<file path="config.mk">
export PLATFORM = sky130hd
export DESIGN_NAME = mp_addsub_arb_seq_flat
export DESIGN_NICKNAME = d
export VERILOG_FILES = /design/src/rtl/mp_addsub_arb_seq_if.sv /design/src/rtl/mp_addsub_arb_seq.sv /design/src/flat_wrapper.sv
export SDC_FILE = /design/constraint.sdc
export NUM_CORES = 1
export LEC_CHECK = 0
export BUFFER_PORTS_ARGS = -buffer_cell sky130_fd_sc_hd__buf_2
export CAP_MARGIN = 30
export CORE_MARGIN = 2
export CORE_UTILIZATION = 56
export CTS_BUF_LIST = sky130_fd_sc_hd__clkbuf_8
export CTS_CLUSTER_DIAMETER = 60
export DETAILED_ROUTE_END_ITERATION = 8
export HOLD_SLACK_MARGIN = 0.08
export MAX_ROUTING_LAYER = met4
export PLACE_DENSITY = 0.95
export SLEW_MARGIN = 20
export SYNTH_ARGS = -nofsm -noshare
export SYNTH_HDL_FRONTEND = slang
export SYNTH_HIERARCHICAL = 1
export SYNTH_SLANG_ARGS = --single-unit
</file>
<file path="constraint.sdc">
create_clock -name i_clk -period 5.4 [get_ports i_clk]
set_input_delay 0.27 -clock i_clk [delete_from_list [all_inputs] [get_ports i_clk]]
set_output_delay 0.27 -clock i_clk [all_outputs]
set_load 0.01 [all_outputs]
</file>
<file path="src/rtl/mp_addsub_arb_seq_if.sv">
// rtl/mp_addsub_arb_seq_if.sv - command/result bundle for mp_addsub_arb_seq
// Purpose: groups the two requester command ports and the tagged result port.
// Ports (slave = arithmetic sequencer side, master = requesters/consumer side):
//   i_req0_valid/o_req0_ready/i_req0_a/i_req0_b/i_req0_sub : requester 0 command
//   i_req1_valid/o_req1_ready/i_req1_a/i_req1_b/i_req1_sub : requester 1 command
//   o_res_valid/i_res_ready/o_res_sum/o_res_cout/o_res_ovf/o_res_id : result
//   o_busy : sequencer not idle
interface mp_addsub_arb_seq_if #(
  parameter int WIDTH = 8,
  parameter int WORDS = 4
);
  localparam int N = WIDTH * WORDS;

  logic         i_req0_valid;
  logic         o_req0_ready;
  logic [N-1:0] i_req0_a;
  logic [N-1:0] i_req0_b;
  logic         i_req0_sub;

  logic         i_req1_valid;
  logic         o_req1_ready;
  logic [N-1:0] i_req1_a;
  logic [N-1:0] i_req1_b;
  logic         i_req1_sub;

  logic         o_res_valid;
  logic         i_res_ready;
  logic [N-1:0] o_res_sum;
  logic         o_res_cout;
  logic         o_res_ovf;
  logic         o_res_id;
  logic         o_busy;

  modport slave (
    input  i_req0_valid, i_req0_a, i_req0_b, i_req0_sub,
    output o_req0_ready,
    input  i_req1_valid, i_req1_a, i_req1_b, i_req1_sub,
    output o_req1_ready,
    output o_res_valid, o_res_sum, o_res_cout, o_res_ovf, o_res_id, o_busy,
    input  i_res_ready
  );

  modport master (
    output i_req0_valid, i_req0_a, i_req0_b, i_req0_sub,
    input  o_req0_ready,
    output i_req1_valid, i_req1_a, i_req1_b, i_req1_sub,
    input  o_req1_ready,
    input  o_res_valid, o_res_sum, o_res_cout, o_res_ovf, o_res_id, o_busy,
    output i_res_ready
  );
endinterface

</file>
<file path="src/rtl/mp_addsub_arb_seq.sv">
// rtl/mp_addsub_arb_seq.sv - two-requester round-robin multi-precision add/sub sequencer
// Purpose: shares one WIDTH-bit add/sub slice between two requesters and walks a
//   WORDS-slice add or subtract through it, least-significant slice first.
// Ports:
//   i_clk   : clock, rising edge
//   i_rst_n : synchronous active-low reset
//   bus     : mp_addsub_arb_seq_if.slave (commands in, tagged result out, busy)

module add_sub #(
  parameter int WIDTH = 8
) (
  input  logic [WIDTH-1:0] i_a,
  input  logic [WIDTH-1:0] i_b,
  input  logic             i_add_sub,
  input  logic             i_cin,
  output logic [WIDTH-1:0] sum_out,
  output logic             c_out
);
  logic [WIDTH-1:0] b_eff;

  // Subtract is A + ~B + cin; the caller supplies cin=1 on the first slice.
  assign b_eff = i_add_sub ? ~i_b : i_b;
  assign {c_out, sum_out} = {1'b0, i_a} + {1'b0, b_eff} + {{WIDTH{1'b0}}, i_cin};
endmodule

module mp_addsub_arb_seq #(
  parameter int WIDTH = 8,
  parameter int WORDS = 4
) (
  input logic                i_clk,
  input logic                i_rst_n,
  mp_addsub_arb_seq_if.slave bus
);
  localparam int N   = WIDTH * WORDS;
  localparam int K_W = (WORDS > 1) ? $clog2(WORDS) : 1;
  localparam logic [K_W-1:0] K_LAST = K_W'(WORDS - 1);

  localparam logic [1:0] S_IDLE = 2'd0;
  localparam logic [1:0] S_RUN  = 2'd1;
  localparam logic [1:0] S_DONE = 2'd2;

  logic [1:0]     state;
  logic           rr_ptr;     // 1 = requester 1 wins the next tie
  logic [N-1:0]   a_reg;
  logic [N-1:0]   b_reg;
  logic           sub_reg;
  logic           id_reg;
  logic [K_W-1:0] k;
  logic           carry_reg;
  logic [N-1:0]   sum_reg;
  logic           cout_reg;
  logic           ovf_reg;

  logic             grant0;
  logic             grant1;
  logic [WIDTH-1:0] slice_a;
  logic [WIDTH-1:0] slice_b;
  logic [WIDTH-1:0] slice_sum;
  logic             slice_cin;
  logic             slice_cout;
  logic             slice_ovf;

  // Grants are combinational so the ready lands in the same IDLE cycle as the
  // valid; gating with reset keeps both readies low while reset is held.
  always_comb begin
    grant0 = 1'b0;
    grant1 = 1'b0;
    if (i_rst_n && state == S_IDLE) begin
      grant0 = bus.i_req0_valid && (!bus.i_req1_valid || !rr_ptr);
      grant1 = bus.i_req1_valid && (!bus.i_req0_valid ||  rr_ptr);
    end
  end

  assign bus.o_req0_ready = grant0;
  assign bus.o_req1_ready = grant1;

  assign slice_a   = a_reg[k * WIDTH +: WIDTH];
  assign slice_b   = b_reg[k * WIDTH +: WIDTH];
  assign slice_cin = (k == '0) ? sub_reg : carry_reg;

  add_sub #(.WIDTH(WIDTH)) u_slice (
    .i_a       (slice_a),
    .i_b       (slice_b),
    .i_add_sub (sub_reg),
    .i_cin     (slice_cin),
    .sum_out   (slice_sum),
    .c_out     (slice_cout)
  );

  // Signed overflow: operands (B inverted for subtract) agree in sign and the
  // result sign differs from A. Only meaningful on the top slice.
  assign slice_ovf = (slice_a[WIDTH-1] ~^ (slice_b[WIDTH-1] ^ sub_reg)) &
                     (slice_a[WIDTH-1] ^ slice_sum[WIDTH-1]);

  always_ff @(posedge i_clk) begin
    if (!i_rst_n) begin
      state     <= S_IDLE;
      rr_ptr    <= 1'b0;
      a_reg     <= '0;
      b_reg     <= '0;
      sub_reg   <= 1'b0;
      id_reg    <= 1'b0;
      k         <= '0;
      carry_reg <= 1'b0;
      sum_reg   <= '0;
      cout_reg  <= 1'b0;
      ovf_reg   <= 1'b0;
    end else begin
      case (state)
        S_IDLE: begin
          if (grant0 || grant1) begin
            a_reg   <= grant1 ? bus.i_req1_a   : bus.i_req0_a;
            b_reg   <= grant1 ? bus.i_req1_b   : bus.i_req0_b;
            sub_reg <= grant1 ? bus.i_req1_sub : bus.i_req0_sub;
            id_reg  <= grant1;
            rr_ptr  <= ~grant1;
            k       <= '0;
            state   <= S_RUN;
          end
        end
        S_RUN: begin
          sum_reg[k * WIDTH +: WIDTH] <= slice_sum;
          carry_reg <= slice_cout;
          if (k == K_LAST) begin
            cout_reg <= slice_cout;
            ovf_reg  <= slice_ovf;
            state    <= S_DONE;
          end else begin
            k <= k + K_W'(1);
          end
        end
        S_DONE: begin
          if (bus.i_res_ready) begin
            state <= S_IDLE;
          end
        end
        default: state <= S_IDLE;
      endcase
    end
  end

  assign bus.o_res_valid = (state == S_DONE);
  assign bus.o_res_sum   = sum_reg;
  assign bus.o_res_cout  = cout_reg;
  assign bus.o_res_ovf   = ovf_reg;
  assign bus.o_res_id    = id_reg;
  assign bus.o_busy      = (state != S_IDLE);
endmodule

</file>
<file path="src/flat_wrapper.sv">
// flat-port wrapper written by rule: the top's interface ports become plain ports
module mp_addsub_arb_seq_flat 
#(
  parameter int WIDTH = 8,
  parameter int WORDS = 4
)
  (i_clk, i_rst_n, bus_i_req0_valid, bus_i_req0_a, bus_i_req0_b, bus_i_req0_sub, bus_o_req0_ready, bus_i_req1_valid, bus_i_req1_a, bus_i_req1_b, bus_i_req1_sub, bus_o_req1_ready, bus_o_res_valid, bus_o_res_sum, bus_o_res_cout, bus_o_res_ovf, bus_o_res_id, bus_o_busy, bus_i_res_ready);
  mp_addsub_arb_seq_if #(.WIDTH(WIDTH), .WORDS(WORDS)) bus_i ();
  input logic i_clk;
  input logic i_rst_n;
  input wire logic [$bits(bus_i.i_req0_valid)-1:0] bus_i_req0_valid;
  input wire logic [$bits(bus_i.i_req0_a)-1:0] bus_i_req0_a;
  input wire logic [$bits(bus_i.i_req0_b)-1:0] bus_i_req0_b;
  input wire logic [$bits(bus_i.i_req0_sub)-1:0] bus_i_req0_sub;
  output wire logic [$bits(bus_i.o_req0_ready)-1:0] bus_o_req0_ready;
  input wire logic [$bits(bus_i.i_req1_valid)-1:0] bus_i_req1_valid;
  input wire logic [$bits(bus_i.i_req1_a)-1:0] bus_i_req1_a;
  input wire logic [$bits(bus_i.i_req1_b)-1:0] bus_i_req1_b;
  input wire logic [$bits(bus_i.i_req1_sub)-1:0] bus_i_req1_sub;
  output wire logic [$bits(bus_i.o_req1_ready)-1:0] bus_o_req1_ready;
  output wire logic [$bits(bus_i.o_res_valid)-1:0] bus_o_res_valid;
  output wire logic [$bits(bus_i.o_res_sum)-1:0] bus_o_res_sum;
  output wire logic [$bits(bus_i.o_res_cout)-1:0] bus_o_res_cout;
  output wire logic [$bits(bus_i.o_res_ovf)-1:0] bus_o_res_ovf;
  output wire logic [$bits(bus_i.o_res_id)-1:0] bus_o_res_id;
  output wire logic [$bits(bus_i.o_busy)-1:0] bus_o_busy;
  input wire logic [$bits(bus_i.i_res_ready)-1:0] bus_i_res_ready;
  assign bus_i.i_req0_valid = bus_i_req0_valid;
  assign bus_i.i_req0_a = bus_i_req0_a;
  assign bus_i.i_req0_b = bus_i_req0_b;
  assign bus_i.i_req0_sub = bus_i_req0_sub;
  assign bus_o_req0_ready = bus_i.o_req0_ready;
  assign bus_i.i_req1_valid = bus_i_req1_valid;
  assign bus_i.i_req1_a = bus_i_req1_a;
  assign bus_i.i_req1_b = bus_i_req1_b;
  assign bus_i.i_req1_sub = bus_i_req1_sub;
  assign bus_o_req1_ready = bus_i.o_req1_ready;
  assign bus_o_res_valid = bus_i.o_res_valid;
  assign bus_o_res_sum = bus_i.o_res_sum;
  assign bus_o_res_cout = bus_i.o_res_cout;
  assign bus_o_res_ovf = bus_i.o_res_ovf;
  assign bus_o_res_id = bus_i.o_res_id;
  assign bus_o_busy = bus_i.o_busy;
  assign bus_i.i_res_ready = bus_i_res_ready;
  mp_addsub_arb_seq #(.WIDTH(WIDTH), .WORDS(WORDS)) u_core (.i_clk(i_clk), .i_rst_n(i_rst_n), .bus(bus_i));
endmodule
</file>
Word-level counts from Yosys, hierarchy flattened
Index checks and enable logic that the tools add are counted.
Widths: inputs -> output; s select.

operators by class
  add/subtract/negate cells = 4
  eq/ne operators = 7
  shift-type cells = 4
  multiplexer cells = 15
  bitwise gates (word level) = 6
  reductions and logical operators = 17

operators with widths
  kind                     number
  $mux 32                  2
  $shiftx 32x6->8          2
  $neg 5->34               1
  $shift 8x34->32 const A  1
  $shiftx 8x34->32         1
  $bwmux 32                1
  $mux 2                   5
  $add 8x8->9              1
  $add 9x1->9              1
  $mux 8                   1
  $not 8->8                1
  $pmux 2 s3               1
  $reduce_and 3->1         2
  $eq 2x2->1 const B       2
  $logic_not 2->1          2
  $mux 1                   4
  $ne 2x1->1 const B       2
  $ne 2x2->1 const B       2
  $pmux 2 s2               1
  $reduce_and 2->1         2
  $reduce_bool 2->1        2
  $logic_and 1x1->1        3
  $logic_not 1->1          3
  $logic_or 1x1->1         3
  other kinds (6)          7

storage, ports and cells
  bits in registers = 106
  input bits = 135
  output and inout bits = 39

Logic depth before layout (Yosys ltp)
Gate-level depths: netlist of run 1.

  word-level depth = 7
  mapped depth = 15
  depth with buffers taken out = 13

By module
Netlist of run 1, hierarchy kept.

modules (own cells, without submodules)
  module             times used  cells each  area an instance (um^2)  sequential area each (um^2)
  mp_addsub_arb_seq  1           491         4638.2                   2122.0
  add_sub            1           53          417.9                    0.0

Worst setup path before layout of run 1
OpenSTA, ideal clock, no wires.

  path kind = register -> register
  start point = register u_core.k[1]
  end point = register u_core.ovf_reg (netlist: u_core/bus.o_res_ovf)
  setup time = 0.062 ns
  arrival = 3.265 ns
  data required time = 5.338 ns
  setup slack = 2.073 ns
  cell stages (with the launch flop) = 16
  path buffers = 2
  cell sequence = dfxtp_1 > buf_2 > buf_1 > inv_1 > ha_1 > mux2_2 > inv_1 > fa_1 > nor2b_1 > o211ai_1 > a21boi_1 > o22ai_1 > xnor2_1 > nand4_1 > or3_1 > nand3_1

between the ends
  elaborated cells between the ends (all ways) = 14
  classes of those cells = add/sub (2); eq/ne (1); shift (2); mux (2); bitwise (5); reduce/logical (2)

RTL lines
  item                     line                      RTL
  start, declared          mp_addsub_arb_seq.sv:48   logic [K_W-1:0] k;
  start signal, assigned   mp_addsub_arb_seq.sv:129  k <= k + K_W'(1);
  $logic_not 2->1          mp_addsub_arb_seq.sv:79   assign slice_cin = (k == '0) ? sub_reg : carry_reg;
  $mux 1                   mp_addsub_arb_seq.sv:79
  via u_core.slice_cin     mp_addsub_arb_seq.sv:59   logic slice_cin;
  $add 9x1->9              mp_addsub_arb_seq.sv:23   assign {c_out, sum_out} = {1'b0, i_a} + {1'b0, b_eff} + {{WIDTH{1'b0}}, i_cin};
  via u_core.slice_sum[7]  mp_addsub_arb_seq.sv:58   logic [WIDTH-1:0] slice_sum;
  $xor 1x1->1              mp_addsub_arb_seq.sv:93   (slice_a[WIDTH-1] ^ slice_sum[WIDTH-1]);
  $and 1x1->1              mp_addsub_arb_seq.sv:92   assign slice_ovf = (slice_a[WIDTH-1] ~^ (slice_b[WIDTH-1] ^ sub_reg)) &
  end signal, assigned     mp_addsub_arb_seq.sv:126  ovf_reg <= slice_ovf;
  end, declared            mp_addsub_arb_seq.sv:52   logic ovf_reg;

The timed path passes the listed nets, and every way through them passes these cells.
A chain may end at the register's enable or synchronous reset.

Final worst setup path of run 1
  start point = register u_core.k[0]
  end point = register u_core.ovf_reg (netlist: u_core/bus.o_res_ovf)

The elaborated chain is that of the path after synthesis.

==> impl_summary.txt, run 1 <==
----------------------------------------------------
[Outcome]
  Outcome ... finished clean

[Place]
  Number of port buffers ... 173
  Post-placement cell count ... 785
  Final weighted congestion of routability-driven global placement ... 0.904
  Detailed placement HPWL ... 10,200 µm

[Timing]
  Total count of max-transition violations in the final report ... 0
  Setup TNS ... 0 ps
  RSZ-0062 raised after global routing ... no
  Number of hold-slack violations in the final timing report ... 0
  Worst slew slack as a fraction of its limit ... 0.373
  Largest clock skew in the final design ... 17.8 ps
  Post-route minimum period ... 4020 ps
  Actual slew at the worst max-slew pin ... 940 ps
  Maximum clock frequency ... 0.249 GHz
  Post-route fraction of the period consumed by the critical path ... 0.744
  # setup viols final ... 0

[Pwr]
  Flop pwr share ... 0.517
  Leakage ... 2.55 nW
  Power spent charging and discharging nets ... 0.470 mW
  Worst ir drop on vdd ... 0.000141 V
  Switching share of power ... 0.284
  Power per Cell Area ... 271 mW/mm²
  Clk pwr share ... 0.305
  Internal power of the cells ... 1.18 mW
  Portion of total power attributed to combinational logic ... 0.178

[Floorplan]
  Height of the chip ... 99.0 µm
  Initial core utilization ... 0.580
  # rows ... 34
  Die Wd ... 99.0 µm
  Core Footprint ... 0.00872 mm²
  Num ports ... 174
  Area of the die ... 0.00980 mm²

[Setup path]
  Data required time at the worst endpoint ... 5710 ps
  Slowest cell on the critical path ... dfxtp_1
  Worst stage delay on the critical path ... 910 ps
  Critical Path Source Type ... flop
  CP Cell Sequence ... inv_1 -> ha_1 -> mux2_2 -> inv_1 -> fa_1 -> nor2b_1 -> o211ai_1 -> a21boi_1 -> o22ai_1 -> xnor2_1 -> nand4_1 -> or3_1 -> nand3_1
  Worst r2r dst ... u_core/bus.o_res_ovf$_SDFFE_PN0P_
  Startpoint of the worst-slack reg-to-reg timing path ... u_core/k[0]$_SDFFE_PN0P_
  Crit Path Class ... flop to flop
  Kind of end point of the critical path ... flop
  Worst reg-to-reg path cell count ... 13
  Arrival @ worst endpoint ... 4330 ps
  Crit Path Max Fanout ... 18
  Flop2flop setup slack ... 1380 ps
  Most numerous cell on the critical path ... inv_1

[Route]
  Via Count ... 4,764
  First-pass iteration count of the detailed router ... 5
  Per-cell routed wire length ... 17.1 µm
  Number of vias per cell after detailed routing ... 5.94
  Count of nets left with antenna violations after detail routing ... 0
  DR DRC count ... 0
  First DRT Iteration DRCs ... 319
  Total Routed Length ... 13,800 µm

[Min path]
  Sink of the worst hold path ... u_core/a_reg[24]$_SDFFE_PN0P_
  Worst min-delay path startpoint ... bus_i_req0_a[24]
  Hold Path Stages ... 3
  Path class of the lowest-slack min-delay path ... input port to flop

[Final layout]
  Antenna fix cells ... 0
  Signed area change from the synthesized netlist to the final layout ... 20.8%
  Fin cells ... 802
  Number of nets in the layout ... 837
  Share of cells above drive strength 1 ... 0.324

[Synthesis]
  Share of Yosys cell area claimed by the top area cell type ... 0.420
  Number of nets produced by synthesis ... 692
  Mean cell area of the mapped netlist ... 9.29 µm²
  Area of the mapped netlist ... 0.00506 mm²
  Flip-flop and latch count after synthesis ... 106
  Ranking of synthesized cells by area ... dfxtp_1 (42%), a22oi_1 (9.7%), mux4_2 (7.1%), a21oi_1 (5.4%), mux2i_1 (4.9%)
  Sequential-to-total area share from yosys stat ... 0.420
  Number of flops mapped to enable cells by yosys ... 0
  Total of warnings raised by yosys ... 6
  Cell type with the highest aggregate area in the netlist ... dfxtp_1
  Synth cell types ... 48
  Most frequently used flop master after synthesis ... dfxtp_1
  Number of cells produced by synthesis ... 544
  Fraction of registers with async set/reset ... 0

[CTS]
  Number of clock buffers inserted by TritonCTS ... 9
  Sink Count ... 106
  Clock Latency Late Sink ... 380 ps
  Clock transition time at the flip-flop clock pins of the worst setup and hold paths ... 100 ps
  Buffer levels on the longest clock path ... 2
  Hold buffers post-CTS ... 0
  CTS H-tree depth ... 3
  TritonCTS clock tree ... yes
  Cell at the root of the clock tree ... clkbuf_8
  Total of cells resized after clock tree synthesis ... 0
  Setup bufs post-CTS ... 0

[GRT]
  Largest net degree at the start of global routing ... 69
  Initial antenna violation count ... 0
  Total global-route track usage ... 0.285
  Total global routing overflow ... 0
  Wire length of the first global-routing pass ... 21,700 µm
  Vias in the first global route ... 4,713

[Job]
  Count of maximum capacitance violations ... 0

----------------------------------------------------
how the worst max path moves through the flow:
stage | from | to | depth (start not counted)
finish | u_core/k[0]$_SDFFE_PN0P_ | u_core/bus.o_res_ovf$_SDFFE_PN0P_ | 13
global route | u_core/k[0]$_SDFFE_PN0P_ | u_core/bus.o_res_ovf$_SDFFE_PN0P_ | 13
floorplan | u_core/k[1]$_SDFFE_PN0P_ | u_core/bus.o_res_ovf$_SDFFE_PN0P_ | 15
CTS | u_core/k[0]$_SDFFE_PN0P_ | u_core/bus.o_res_ovf$_SDFFE_PN0P_ | 13
global placement | u_core/k[0]$_SDFFE_PN0P_ | u_core/bus.o_res_ovf$_SDFFE_PN0P_ | 13
detailed placement | u_core/k[0]$_SDFFE_PN0P_ | u_core/bus.o_res_ovf$_SDFFE_PN0P_ | 13
cell families (layout without fill, tap and decap cells):
logic type / count (synthesis) / in the layout / synth area share
flops: 106 / 106 / 0.420
fa+ha+maj: 13 / 13 / 0.0351
xor+xnor: 13 / 13 / 0.0225
simple gates: 151 / 151 / 0.133
compound gates: 163 / 163 / 0.213
buf+inv: 55 / 205 / 0.0512
mux: 43 / 43 / 0.125
synthesized netlist by cell type, types with 3 or more instances:
cell type	count
xor2_1	8
a21oi_1	55
mux4_2	16
nand3_1	13
o21a_1	3
inv_1	10
a22oi_1	65
buf_2	11
dfxtp_1	106
nor2b_1	3
nor3_1	4
mux2i_1	25
nand2_1	57
clkbuf_1	24
buf_6	3
nor2_1	57
xnor2_1	5
a211oi_1	24
or3_1	3
o21ai_0	5
ha_1	11
buf_4	4
power groups by stage:
stage	registers, mW	logic (mW)	clock network, mW
after CTS	0.853	0.290	0.511
after detailed placement	0.871	0.288	0
after floorplan	0.856	0.193	0
after global routing	0.859	0.321	0.536
final	0.854	0.295	0.505
after global placement	0.868	0.277	0
metal layers:
metal | vias to the layer above | wire length [µm] | global-route usage
li1 | 2261 | - | -
met1 | 2227 | 5290 | 0.320
met2 | 222 | 7050 | 0.493
met3 | 54 | 806 | 0.0433
met4 | 0 | 607 | 0.143
met5 | - | 0 | -
cell usage in the layout (no fill, tap or decap), drive strengths merged, types with 2 or more instances in the layout:
cell	n
buf	178
and2	2
mux2	2
inv	13
o21a	3
ha	11
mux4	16
a22oi	65
nand3	13
a21boi	2
nand2	57
dfxtp	106
fa	2
xnor2	5
and3	2
nor2	57
o21ai	8
a211oi	24
nor2b	4
nor3	4
clkinv	2
a21oi	56
nand2b	2
mux2i	25
or3	3
clkbuf	10
xor2	8
final cells by class:
| class | instances | area [µm²] |
|---|---|---|
| Fill cell | 663 | 2610 |
| Multi-Input combinational cell | 383 | 2690 |
| Clock buffer | 10 | 138 |
| Clock inverter | 6 | 71.3 |
| Tap cell | 108 | 135 |
| Sequential cell | 106 | 2120 |
| Inverter | 11 | 41.3 |
| Timing Repair Buffer | 178 | 916 |
worst max-delay path: cells and delay by family (launching register included):
family	cells	cell delay [ps]
DFF	1	910
adders and majority gates	2	800
and+or+nand+nor	4	710
AOI/OAI and AO/OA	3	460
xor gates and xnor gates	1	460
buffers and inverters	2	340
muxes	1	260
through the flow:
step	instance area, µm²	hold slack (ps)	setup WS [ps]	utilization	power, mW
finish	6110	164	1380	0.700	1.65
global route	6110	171	1040	0.700	1.72
CTS	6090	159	1370	0.698	1.65
detailed placement	5880	446	1390	0.674	1.16
global placement	5880	440	1650	0.674	1.15
floorplan	5060	411	2070	-	1.05
(Power assumes the default switching activity.)
==> run 2, diff against run 1 <==
CORE_UTILIZATION = 52   (was 56)
PLACE_DENSITY = 0.89   (was 0.95)
clock period = 3.8 ns   (was 5.4 ns; I/O delays follow)
==> run 2 against run 1 <==
Effect of this change:
- sequential share of layout area is 0.37 points lower
- routed wire length down 3.3%
- critical path depth fell by 1
- register-to-register slack got worse by 1000 ps
- highest routed layer unchanged
- total power up 39%
- critical path type unchanged
- setup slack worse by 1000 ps
==> impl_summary.txt, run 2 (synthesis gave the netlist of run 1 again) <==
----------------------------------------------------
[Timing]
  # setup viols final ... 0
  Number of hold-slack violations in the final timing report ... 0
  Worst slew slack as a fraction of its limit ... 0.439
  Setup TNS ... 0 ps
  Largest clock skew in the final design ... 16.8 ps
  Total count of max-transition violations in the final report ... 0
  Actual slew at the worst max-slew pin ... 842 ps
  Maximum clock frequency ... 0.292 GHz
  Post-route minimum period ... 3430 ps
  Post-route fraction of the period consumed by the critical path ... 0.902
  RSZ-0062 raised after global routing ... no

[Final layout]
  Commonest non-fill, non-tap cell in the layout ... buf_2
  Signed area change from the synthesized netlist to the final layout ... 22.1%
  Share of cells above drive strength 1 ... 0.327
  Fin area ... 0.00617 mm²
  Post-layout utilization of the core ... 0.662
  Final-layout fill cell count ... 761
  Commonest cells after routing, fill and taps aside ... buf_2 (173), dfxtp_1 (106), a22oi_1 (65)
  Number of nets in the layout ... 843
  Antenna fix cells ... 0

[Setup path]
  Worst Setup SP ... u_core/k[0]$_SDFFE_PN0P_
  Crit Path Class ... flop to flop
  Crit Path Max Fanout ... 20
  Critical Path Source Type ... flop
  Worst reg-to-reg path cell count ... 12
  Startpoint of the worst-slack reg-to-reg timing path ... u_core/k[0]$_SDFFE_PN0P_
  Worst Setup EP ... u_core/bus.o_res_ovf$_SDFFE_PN0P_
  Data required time at the worst endpoint ... 4100 ps
  Worst r2r dst ... u_core/bus.o_res_ovf$_SDFFE_PN0P_
  Kind of end point of the critical path ... flop
  Arrival @ worst endpoint ... 3730 ps
  Flop2flop setup slack ... 370 ps

[Route]
  Count of nets left with antenna violations after detail routing ... 0
  Via Count ... 4,716
  First-pass iteration count of the detailed router ... 6
  Per-cell routed wire length ... 16.0 µm
  Number of vias per cell after detailed routing ... 5.69
  First DRT Iteration DRCs ... 269
  Total Routed Length ... 13,300 µm
  DR DRC count ... 0

[Min path]
  Path class of the lowest-slack min-delay path ... input port to flop
  Worst min-delay path startpoint ... bus_i_req0_a[27]

[Floorplan]
  Height of the chip ... 103 µm
  Die Wd ... 103 µm
  Initial core utilization ... 0.542
  Area of the die ... 0.0105 mm²
  Core Footprint ... 0.00933 mm²
  Num ports ... 174
  # rows ... 35

[Pwr]
  Worst ir drop on vdd ... 0.000197 V
  Power per Cell Area ... 372 mW/mm²
  Leakage ... 2.57 nW
  Final Total Pwr ... 2.30 mW

[GRT]
  Total global routing overflow ... 0
  Total global-route track usage ... 0.261
  Vias in the first global route ... 4,415
  Initial antenna violation count ... 0
  Largest net degree at the start of global routing ... 52
  Wire length of the first global-routing pass ... 20,900 µm

[CTS]
  Clock Latency Late Sink ... 370 ps
  Buffer levels on the longest clock path ... 2
  Number of clock buffers inserted by TritonCTS ... 9
  Cell at the root of the clock tree ... clkbuf_8
  Total of cells resized after clock tree synthesis ... 0
  Setup bufs post-CTS ... 0
  CTS H-tree depth ... 3
  Sink Count ... 106
  TritonCTS clock tree ... yes
  Hold buffers post-CTS ... 1
  Clock transition time at the flip-flop clock pins of the worst setup and hold paths ... 110 ps

[Place]
  Final weighted congestion of routability-driven global placement ... 0.859
  Number of port buffers ... 173
  Detailed placement HPWL ... 10,200 µm
  Placed standard-cell area ... 0.00595 mm²

[Outcome]
  Outcome ... finished clean

[Job]
  Count of maximum capacitance violations ... 0

----------------------------------------------------
==> run 2: metal layers <==
layer,share of wire,track usage,vias to the layer above
li1,-,-,2283
met1,0.41,0.330,2221
met2,0.51,0.438,196
met3,0.068,0.0359,16
met4,0.012,0.0738,0
met5,0,-,-
==> run 2: critical path: stages, from the launching register on <==
cell and delay (ps):
dfxtp_1 430, buf_4 340, mux4_2 360, xnor2_1 150, fa_1 400, nor2b_1 180, o211ai_1 100, a21boi_1 220
o22ai_1 130, xnor2_1 470, nand4_1 150, or3_1 340, nand3_1 80
==> run 2: area by class of cell <==
type	count	area, µm²	share of cell area
clock buffers	10	138	0.0223
flip-flops and latches	106	2120	0.344
multi-input cells	383	2690	0.436
inverters	11	41.3	0.00669
clock inverters	6	47.5	0.00770
repair buffers	184	971	0.157
well taps	129	161	0.0261
==> run 2: where the power goes <==
group          total [mW]  internal, mW  switching, mW  leakage (nW)
sequential           1.21          1.17         0.0387         0.863
clock               0.660         0.264          0.397        0.0937
combinational       0.431         0.191          0.240          1.61
total                2.30          1.62          0.675          2.57
==> run 2: worst min path at each step <==
stage / end / slack, ps / cells past startpoint
global placement: u_core/b_reg[1]$_SDFFE_PN0P_ / 440 / 2
CTS: u_core/a_reg[16]$_SDFFE_PN0P_ / 80 / 3
floorplan: u_core/bus.o_res_ovf$_SDFFE_PN0P_ / 330 / 2
finish: u_core/a_reg[27]$_SDFFE_PN0P_ / 90 / 3
detailed placement: u_core/b_reg[2]$_SDFFE_PN0P_ / 450 / 2
global route: u_core/b_reg[21]$_SDFFE_PN0P_ / 90 / 3
==> run 2: per-stage QoR <==
step                hold slack (ps)  setup WS, ps  cells
floorplan                       331           473    544
global placement                440           554    811
detailed placement              447           388    811
CTS                            80.9           340    828
global route                   93.9           143    829
finish                         89.5           374    829
